**src/rtl/uart_rx_sampler_if.sv**
```systemverilog
`default_nettype none
//------------------------------------------------------------------------------
// Module   : uart_rx_sampler_if
// Brief    : RX line / oversample inputs and shift-register control outputs.
// Revision : 1.0 - initial release
//------------------------------------------------------------------------------
interface uart_rx_sampler_if;
   logic rx_in;
   logic os_tick;
   logic serial_out;
   logic baud_tick_rx;
   logic en;
   logic busy;
   logic frame_done;
   logic frame_err;

   modport master (
      input  rx_in,
      input  os_tick,
      output serial_out,
      output baud_tick_rx,
      output en,
      output busy,
      output frame_done,
      output frame_err
   );

   modport slave (
      output rx_in,
      output os_tick,
      input  serial_out,
      input  baud_tick_rx,
      input  en,
      input  busy,
      input  frame_done,
      input  frame_err
   );
endinterface
`default_nettype wire

```
**src/rtl/uart_rx_sampler.sv**
```systemverilog
`default_nettype none
//------------------------------------------------------------------------------
// Module   : uart_rx_sampler
// Brief    : RX synchroniser, start-bit validation and mid-bit sample tick gen.
// Revision : 1.0 - initial release
//------------------------------------------------------------------------------
module uart_rx_sampler #(
   parameter int OVERSAMPLE  = 16,
   parameter int FRAME_BITS  = 9,
   parameter int SYNC_STAGES = 2
) (
   input  wire logic          clk,
   input  wire logic          reset,
   uart_rx_sampler_if.master  bus
);

   localparam int c_OS_W  = $clog2(OVERSAMPLE);
   localparam int c_BIT_W = $clog2(FRAME_BITS + 1);
   localparam logic [c_OS_W-1:0]  c_OS_HALF  = c_OS_W'(OVERSAMPLE / 2 - 1);
   localparam logic [c_OS_W-1:0]  c_OS_FULL  = c_OS_W'(OVERSAMPLE - 1);
   localparam logic [c_BIT_W-1:0] c_BIT_LAST = c_BIT_W'(FRAME_BITS - 1);

   typedef enum logic [2:0] {
      S_IDLE      = 3'd0,
      S_START     = 3'd1,
      S_DATA      = 3'd2,
      S_STOP      = 3'd3,
      S_WAIT_IDLE = 3'd4
   } state_t;

   logic [SYNC_STAGES-1:0] r_sync;
   state_t                 r_state, w_state_nxt;
   logic [c_OS_W-1:0]      r_os_cnt, w_os_nxt;
   logic [c_BIT_W-1:0]     r_bit_cnt, w_bit_nxt;
   logic                   r_en, w_en_nxt;
   logic                   r_tick, w_tick_nxt;
   logic                   r_done, w_done_nxt;
   logic                   r_err, w_err_nxt;
   logic                   r_busy;
   logic                   w_rx;

   // Idle-high reset value keeps a reset release from looking like a start edge.
   always_ff @(posedge clk or posedge reset) begin
      if (reset) r_sync <= '1;
      else       r_sync <= {r_sync[SYNC_STAGES-2:0], bus.rx_in};
   end

   assign w_rx = r_sync[SYNC_STAGES-1];

   always_ff @(posedge clk or posedge reset) begin
      if (reset) begin
         r_state   <= S_IDLE;
         r_os_cnt  <= '0;
         r_bit_cnt <= '0;
         r_en      <= 1'b0;
         r_tick    <= 1'b0;
         r_done    <= 1'b0;
         r_err     <= 1'b0;
         r_busy    <= 1'b0;
      end else begin
         r_state   <= w_state_nxt;
         r_os_cnt  <= w_os_nxt;
         r_bit_cnt <= w_bit_nxt;
         r_en      <= w_en_nxt;
         r_tick    <= w_tick_nxt;
         r_done    <= w_done_nxt;
         r_err     <= w_err_nxt;
         r_busy    <= (w_state_nxt != S_IDLE);
      end
   end

   always_comb begin
      w_state_nxt = r_state;
      w_os_nxt    = r_os_cnt;
      w_bit_nxt   = r_bit_cnt;
      w_en_nxt    = r_en;
      w_tick_nxt  = 1'b0;
      w_done_nxt  = 1'b0;
      w_err_nxt   = 1'b0;
      case (r_state)
         S_IDLE: begin
            w_en_nxt = 1'b0;
            if (!w_rx) begin
               w_state_nxt = S_START;
               w_os_nxt    = '0;
            end
         end
         S_START: begin
            if (bus.os_tick) begin
               if (r_os_cnt == c_OS_HALF) begin
                  if (!w_rx) begin
                     w_state_nxt = S_DATA;
                     w_os_nxt    = '0;
                     w_bit_nxt   = '0;
                     w_en_nxt    = 1'b1;
                  end else begin
                     w_state_nxt = S_IDLE;
                  end
               end else begin
                  w_os_nxt = r_os_cnt + c_OS_W'(1);
               end
            end
         end
         S_DATA: begin
            if (bus.os_tick) begin
               if (r_os_cnt == c_OS_FULL) begin
                  w_tick_nxt = 1'b1;
                  w_os_nxt   = '0;
                  w_bit_nxt  = r_bit_cnt + c_BIT_W'(1);
                  if (r_bit_cnt == c_BIT_LAST) w_state_nxt = S_STOP;
               end else begin
                  w_os_nxt = r_os_cnt + c_OS_W'(1);
               end
            end
         end
         // serial_out here is the value the shift register captures with the final tick.
         S_STOP: begin
            w_done_nxt  = 1'b1;
            w_err_nxt   = ~w_rx;
            w_en_nxt    = 1'b0;
            w_state_nxt = S_WAIT_IDLE;
         end
         S_WAIT_IDLE: begin
            w_en_nxt = 1'b0;
            if (w_rx) w_state_nxt = S_IDLE;
         end
         default: begin
            w_state_nxt = S_IDLE;
            w_en_nxt    = 1'b0;
         end
      endcase
   end

   assign bus.serial_out   = w_rx;
   assign bus.baud_tick_rx = r_tick;
   assign bus.en           = r_en;
   assign bus.busy         = r_busy;
   assign bus.frame_done   = r_done;
   assign bus.frame_err    = r_err;

endmodule
`default_nettype wire

```
**src/flat_wrapper.sv**
```systemverilog
// flat-port wrapper written by rule: the top's interface ports become plain ports
module uart_rx_sampler_flat 
#(
   parameter int OVERSAMPLE  = 16,
   parameter int FRAME_BITS  = 9,
   parameter int SYNC_STAGES = 2
)
  (clk, reset, bus_rx_in, bus_os_tick, bus_serial_out, bus_baud_tick_rx, bus_en, bus_busy, bus_frame_done, bus_frame_err);
  uart_rx_sampler_if bus_i ();
  input  wire logic clk;
  input  wire logic reset;
  input wire logic [$bits(bus_i.rx_in)-1:0] bus_rx_in;
  input wire logic [$bits(bus_i.os_tick)-1:0] bus_os_tick;
  output wire logic [$bits(bus_i.serial_out)-1:0] bus_serial_out;
  output wire logic [$bits(bus_i.baud_tick_rx)-1:0] bus_baud_tick_rx;
  output wire logic [$bits(bus_i.en)-1:0] bus_en;
  output wire logic [$bits(bus_i.busy)-1:0] bus_busy;
  output wire logic [$bits(bus_i.frame_done)-1:0] bus_frame_done;
  output wire logic [$bits(bus_i.frame_err)-1:0] bus_frame_err;
  assign bus_i.rx_in = bus_rx_in;
  assign bus_i.os_tick = bus_os_tick;
  assign bus_serial_out = bus_i.serial_out;
  assign bus_baud_tick_rx = bus_i.baud_tick_rx;
  assign bus_en = bus_i.en;
  assign bus_busy = bus_i.busy;
  assign bus_frame_done = bus_i.frame_done;
  assign bus_frame_err = bus_i.frame_err;
  uart_rx_sampler #(.OVERSAMPLE(OVERSAMPLE), .FRAME_BITS(FRAME_BITS), .SYNC_STAGES(SYNC_STAGES)) u_core (.clk(clk), .reset(reset), .bus(bus_i));
endmodule
```
**config.mk**
```make
export PLATFORM = sky130hd
export DESIGN_NAME = uart_rx_sampler_flat
export DESIGN_NICKNAME = d
export VERILOG_FILES = /design/src/rtl/uart_rx_sampler_if.sv /design/src/rtl/uart_rx_sampler.sv /design/src/flat_wrapper.sv
export SDC_FILE = /design/constraint.sdc
export NUM_CORES = 1
export LEC_CHECK = 0
export BUFFER_PORTS_ARGS = -buffer_cell sky130_fd_sc_hd__buf_2
export CAP_MARGIN = 40
export CORE_UTILIZATION = 50
export CTS_BUF_LIST = sky130_fd_sc_hd__clkbuf_8 sky130_fd_sc_hd__clkbuf_16
export DETAILED_ROUTE_END_ITERATION = 10
export GPL_ROUTABILITY_DRIVEN = 0
export PLACE_DENSITY = 0.81
export SETUP_SLACK_MARGIN = 0.05
export SYNTH_ARGS = -nofsm -noshare
export SYNTH_HDL_FRONTEND = slang
export SYNTH_SLANG_ARGS = --single-unit
```
**constraint.sdc**
```tcl
create_clock -name clk -period 3.5 [get_ports clk]
set_clock_uncertainty 0.1 [all_clocks]
set_input_delay 0.525 -clock clk [delete_from_list [all_inputs] [get_ports clk]]
set_output_delay 0.525 -clock clk [all_outputs]
set_load 0.05 [all_outputs]
```
==> results.yml, run 1 <==
sta:
  setup_viol: 0
  clock.fmax_mhz: 565.3
  hold_viol: 0
  rsz0062_at_grt: "false"
  worstMarginPinSlew_ns: 0.6817
  slew_headroom_pct: 54.50
  period_share_pct: 50.54
  slew_violations: 0
  period_minus_slack_ns: 1.769
  finalWorstSetupSlack_ns: 1.731
  finalSetupTns_ns: 0
layout:
  nFillCells: 146
  multi_input_area_um2: 470.5
  drive_above_1_share_pct: 20.56
  final_core_util_pct: 60.62
  areaGrowthSynthToFinish_pct: 9.399
  antennaDiodeCount: 0
  nets: 115
  regArea_um2: 452.9
detailed_routing:
  detail_route.first_pass.iterations: 4
  wl_um: 1823
  ant_nets: 0
  drcViolationCount: 0
  drtIter0Drc: 16
  via_per_inst: 5.470
  vias: 722
  wl_per_cell_um: 13.81
global_route:
  grt_max_degree: 19
  grtUsageMet2_pct: 31.39
  use_met3_pct: 4.314
  busiest_layer: "met2"
  grt_pass1_vias: 672
  antenna_found_initial: 0
  grt_pass1_wl_um: 3029
  grt_usage_pct: 20.81
  use_met1_pct: 26.91
  overflow: 0
place:
  hpwl_um: 1320
  numPortBuffers: 9
  dp_slack_ns: 1.786
clocking:
  cts_tree: "yes"
  root_buffer: "clkbuf_8"
  cts_resized: 0
  cts_max_path_buffers: 2
  postCtsSetupRepairBufs: 0
  cts_made_buffers: 3
  clk_latency_ns: 0.25
  cts_sinks: 18
  clkTransAtPathRegs_ns: 0.07
  cts_hold_buf: 0
  cts_max_level: 1
pwr:
  leakagePower_nw: 0.5512
  peakVddDrop_mv: 0.4272
  power.total_uw: 724.3
  power.density_nw_per_um2: 663.1
worst_setup_path:
  slowest_delay_ns: 0.60
  r2r_setup_slack_ns: 1.76
  crit_chain: "buf_2"
  path_delay_family: "flip-flops"
  cp-end-kind: "primary output"
  required_ns: 2.87
  cp.arrival_ns: 1.14
  crit_type: "flop to primary output"
  cp_max_fo: 8
  r2r-end: "u_core.r_os_cnt[1]"
  r2r_cells: 5
  cp_slowest_cell: "dfstp_2"
  path_depth: 1
  crit_buf_inv: 1
  startpoint_type: "flop"
  r2r_start: "u_core.r_os_cnt[0]"
yosys:
  syn-num-nets: 106
  ys_warn_count: 0
  synth_cell_type_count: 35
  yosys_most_used_dff: "dfrtp_1"
  synth-seq-area-share_pct: 45.36
  synth_cells: 99
  synth_edf_count: 0
  synthMuxAreaShare_pct: 2.005
  async_flop_share_pct: 100.0
  synthSimpleGateAreaFrac_pct: 26.07
  synth-xor-area-share_pct: 2.632
  yosys.area_share.adder_pct: 3.759
  synth-compound-area-share_pct: 12.66
  postSynthAreaPerCell_um2: 10.09
  synth_top_family_by_area: "simple AND/OR/NAND/NOR gates"
  syn-cell-area_um2: 998.5
  ys_ff_latch: 18
floorplan:
  ioPinCount: 10
  core_area_um2: 1802
  die_y_um: 46.69
  die-area_um2: 2179
  core.rowCount: 15
  dieWidth_um: 46.69
  start_util_pct: 55.42
outcome:
  status: "finished clean"
hold_path:
  worstHoldPathType: "primary input to async pin"
flow_run:
  cap_violations: 0
-- cell families (layout without fill, tap and decap cells) --
kind of cell / Yosys count / count (layout)
multiplexers: 2 / 2
AND/OR/NAND/NOR: 42 / 42
AO/OA/AOI/OAI: 16 / 16
XOR/XNOR: 3 / 3
flip-flops: 18 / 18
buffers and inverters: 15 / 23
adder cells (fa/ha/maj): 3 / 3
-- final cells by class --
type                            count  share of cell area (%)
Sequential cell                    18                   41.47
Clock buffer                        4                   5.040
Inverter                           10                   3.436
Multi-Input combinational cell     66                   43.07
Timing Repair Buffer                9                   4.124
Tap cell                           25                   2.864
-- layer usage --
layer	wire [um]	part of all wire, %	vias up
li1	-	-	355
met1	839	46	340
met2	869	48	21
met3	66	3.6	6
met4	48	2.6	0
met5	0	0	-
-- how the worst max path moves through the flow --
stage                             startpoint                   to  slack, ns
after CTS                   u_core.r_sync[1]       bus_serial_out       1.73
after global routing       u_core.r_state[1]  u_core.r_bit_cnt[1]       1.62
final                       u_core.r_sync[1]       bus_serial_out       1.73
after detailed placement  u_core.r_os_cnt[0]   u_core.r_os_cnt[1]       1.79
after global placement    u_core.r_os_cnt[0]   u_core.r_os_cnt[1]       1.84
after floorplan           u_core.r_os_cnt[0]   u_core.r_os_cnt[1]       1.84
-- cells in the mapped netlist (all sizes together), types with 2 or more instances --
cell	number	share of area, %
nor3b	2	2.5
nand2b	3	3.4
nor2	6	2.3
nor2b	3	1.9
inv	10	3.8
buf	5	3.8
dfstp	2	5.3
nand4	3	1.9
a31oi	2	2.8
nand2	8	3.0
nand3	4	2.0
ha	3	3.8
o21ai	4	2.0
mux2i	2	2.0
and3	4	2.5
nand3b	4	3.0
dfrtp	16	40
xor2	2	1.8
o32ai	2	1.8
a21oi	3	1.5
-- report_power, final --
part	internal, mW	switching [mW]
Clock	0.100	0.0692
Sequential	0.249	0.0527
Combinational	0.110	0.143
-- flip-flops by register name, summed over array words and instances, names as in the netlist --
register / cells
u_core.r_bit_cnt: 4
u_core.r_os_cnt: 4
u_core.r_state: 3
u_core.r_sync: 2
u_core.bus.baud_tick_rx: 1
u_core.bus.busy: 1
u_core.bus.en: 1
u_core.bus.frame_done: 1
u_core.bus.frame_err: 1
-- metrics by stage --
stage	hold WS (ns)	area (um2)	cells
2_1_floorplan	0.2452	998.5	99
3_3_place_gp	0.2461	1037	128
3_5_place_dp	0.2558	1037	128
4_1_cts	0.2628	1092	132
5_1_grt	0.2552	1092	132
6_report	0.2630	1092	132
-- worst register-to-register path, cell delays in order (launching register included) --
cell and delay, ns:
dfrtp_1 0.41, ha_1 0.25, and3b_1 0.25, or2_4 0.29, a31oi_4 0.22, o221ai_2 0.11
-- cells in the final DEF, fill, tap and decap left out, types with 2 or more instances in the layout --
master	n
nor2_1	6
buf_2	9
mux2i_1	2
nor2b_1	3
nor3b_2	2
clkbuf_8	4
o32ai_1	2
a21oi_1	3
inv_1	10
nand3b_1	4
dfrtp_1	16
o21ai_0	3
nand2b_4	2
nand4_1	3
nand2_1	8
dfstp_2	2
and3_1	4
xor2_1	2
nand3_1	4
ha_1	3
Note: power is estimated with default switching activity, not from simulation.
==> run 2, diff against run 1 <==
--- a/config.mk
+++ b/config.mk
@@ -5,6 +5,7 @@
 export SDC_FILE = /design/constraint.sdc
 export NUM_CORES = 1
 export LEC_CHECK = 0
+export ABC_AREA = 1
 export BUFFER_PORTS_ARGS = -buffer_cell sky130_fd_sc_hd__buf_2
 export CAP_MARGIN = 40
 export CORE_UTILIZATION = 50
==> constraint.sdc (replaced) <==
create_clock -name clk -period 1.8 [get_ports clk]
set_clock_uncertainty 0.1 [all_clocks]
set_input_delay 0.27 -clock clk [delete_from_list [all_inputs] [get_ports clk]]
set_output_delay 0.27 -clock clk [all_outputs]
set_load 0.05 [all_outputs]
==> results.yml, run 2 <==
outcome:
  status: "finished with violations"
  violations: "negative hold slack"
hold_path:
  worstHoldPathType: "primary input to async pin"
place:
  numPortBuffers: 9
  hpwl_um: 1554
  dp_slack_ns: 0.2946
  placed_cell_area_um2: 1142
  place_inst: 177
global_route:
  antenna_found_initial: 0
  grt_pass1_vias: 748
  overflow: 0
  grt_usage_pct: 20.54
  grt_max_degree: 19
  grt_pass1_wl_um: 3174
worst_setup_path:
  cp-end-kind: "flop"
  critPathLaunch: "u_core.r_os_cnt[1]"
  r2r_cells: 8
  cp.arrival_ns: 1.60
  critPathCapture: "u_core.r_bit_cnt[1]"
  cp_max_fo: 5
  crit_type: "flop to flop"
  r2r_setup_slack_ns: 0.24
  startpoint_type: "flop"
  required_ns: 1.85
  r2r-end: "u_core.r_bit_cnt[1]"
  r2r_start: "u_core.r_os_cnt[1]"
floorplan:
  die_y_um: 48.12
  die-area_um2: 2316
  core.rowCount: 16
  core_area_um2: 1982
  start_util_pct: 53.66
  ioPinCount: 10
  dieWidth_um: 48.12
yosys:
  ys_warn_count: 0
  postSynthAreaPerCell_um2: 7.543
  syn-cell-area_um2: 1064
  yosysMostFrequentCell: "nand2_1"
  synth.top_cell.area_share_pct: 37.65
  ys_top_cells_by_area: "dfrtp_1 (38%), nand2_1 (15%), nand3_1 (7.1%), inv_1 (5.6%), nor2_1 (5.3%)"
  async_flop_share_pct: 100.0
  ys_ff_latch: 18
  synth.top_cells.by_count: "nand2_1 (42), dfrtp_1 (16), inv_1 (16)"
  yosys_most_used_dff: "dfrtp_1"
  post-synth-top-area-cell: "dfrtp_1"
  synth_cell_type_count: 20
  synth_edf_count: 0
  synth_cells: 141
  syn-num-nets: 148
  synth-seq-area-share_pct: 42.59
clocking:
  postCtsSetupRepairBufs: 0
  cts_resized: 0
  cts_tree: "yes"
  cts_made_buffers: 3
  cts_sinks: 18
  cts_max_level: 1
  clk_latency_ns: 0.26
  cts_hold_buf: 0
  clkTransAtPathRegs_ns: 0.07
  root_buffer: "clkbuf_8"
  cts_max_path_buffers: 2
sta:
  rsz0062_at_grt: "false"
  hold_viol: 16
  slew_headroom_pct: 57.03
  clock.fmax_mhz: 642.8
  slew_violations: 0
  finalSetupTns_ns: 0
  holdWs_ns: -0.01453
  setup_viol: 0
  worstMarginPinSlew_ns: 0.6438
  finalWorstSetupSlack_ns: 0.2444
  period_minus_slack_ns: 1.556
  period_share_pct: 86.42
layout:
  nFillCells: 166
  reg_top3: "u_core.r_bit_cnt (4), u_core.r_os_cnt (4), u_core.r_state (3)"
  areaGrowthSynthToFinish_pct: 12.59
  antennaDiodeCount: 0
  final_core_util_pct: 60.42
  layout_common_cells: "nand2_1 (42), inv_1 (16), dfrtp_1 (16), nor2_1 (15), nand3_1 (15)"
  design_area_um2: 1197
  stdcell_count: 181
  mostFrequentLayoutCell: "nand2_1"
  drive_above_1_share_pct: 22.08
  nets: 162
pwr:
  seq_power_share_pct: 35.8
  sw_frac_of_total_pct: 44.08
  clock_power_share_pct: 20.2
  internal-power_uw: 917.7
  peakVddDrop_mv: 1.012
  combPwrFrac_pct: 44.0
  leakagePower_nw: 0.6557
  p_sw_uw: 723.4
  power.density_nw_per_um2: 1371
detailed_routing:
  drtIter0Drc: 25
  via_per_inst: 5.122
  drcViolationCount: 0
  wl_per_cell_um: 11.51
  detail_route.first_pass.iterations: 4
  wl_um: 2083
  ant_nets: 0
  vias: 927
flow_run:
  cap_violations: 0
## run 2: cell count changes in the layout (fill, tap and decap cells not counted), moves of 5 or more
cell	before	now
nand2_1	8	42
nand3_1	4	15
nor2_1	6	15
inv_1	10	16
inv_2	0	6
nand2_2	0	5
## run 2: power groups by stage
| stage | sequential, mW | clock (mW) | combinational, mW |
|---|---|---|---|
| after floorplan | 0.646 | 0 | 0.513 |
| after global placement | 0.585 | 0 | 0.690 |
| after detailed placement | 0.590 | 0 | 0.707 |
| after CTS | 0.585 | 0.332 | 0.724 |
| after global routing | 0.600 | 0.344 | 0.811 |
| final | 0.587 | 0.332 | 0.722 |
## run 2: layout make-up
cell class	instances	area, um2	share of cell area (%)
Tap cell	27	33.78	2.821
Multi-Input combinational cell	101	528.0	44.10
Clock buffer	4	55.05	4.598
Inverter	22	82.58	6.897
Sequential cell	18	452.9	37.83
Timing Repair Buffer	9	45.04	3.762
## run 2: stage by stage
stage                     hold slack (ns)  power, mW
after global routing              0.01478      1.754
after detailed placement           0.2495      1.297
after CTS                         0.01601      1.641
final                            -0.01453      1.641
after floorplan                    0.1071      1.159
after global placement             0.2502      1.275
## run 2: how the worst min path moves through the flow
stage / endpoint / start / cells after the start
3_3_place_gp: u_core.r_sync[1] / u_core.r_sync[0] / 0
2_1_floorplan: u_core.bus.baud_tick_rx / reset / 1
5_1_grt: u_core.r_sync[0] / bus_rx_in / 1
6_report: u_core.r_state[2] / reset / 2
3_5_place_dp: u_core.r_sync[1] / u_core.r_sync[0] / 0
4_1_cts: u_core.r_sync[0] / bus_rx_in / 1
## run 2: per-layer routing
layer  GRT usage [%]  up-vias  part of all wire [%]
met1           27.91      421                    45
li1                -      470                     -
met3           2.222        5                   5.9
met4           10.00        0                   2.0
met5               0        -                     0
met2           32.70       31                    47
## run 2: logic make-up after synthesis
family | count (synthesis) | synth area share [%]
fa+ha+maj | 3 | 3.530
simple gates | 91 | 41.06
compound gates | 6 | 4.235
buf+inv | 22 | 7.765
flops | 18 | 42.59
xor+xnor | 1 | 0.8237
## run 2: worst max-delay path, cell delays in order, from the launching register on
cell     delay, ns
dfrtp_1       0.42
ha_1          0.25
nand2_1       0.10
nor2_1        0.19
nand2_4       0.08
nand2_4       0.10
nand3_4       0.09
nand2_1       0.06
nand2_1       0.05
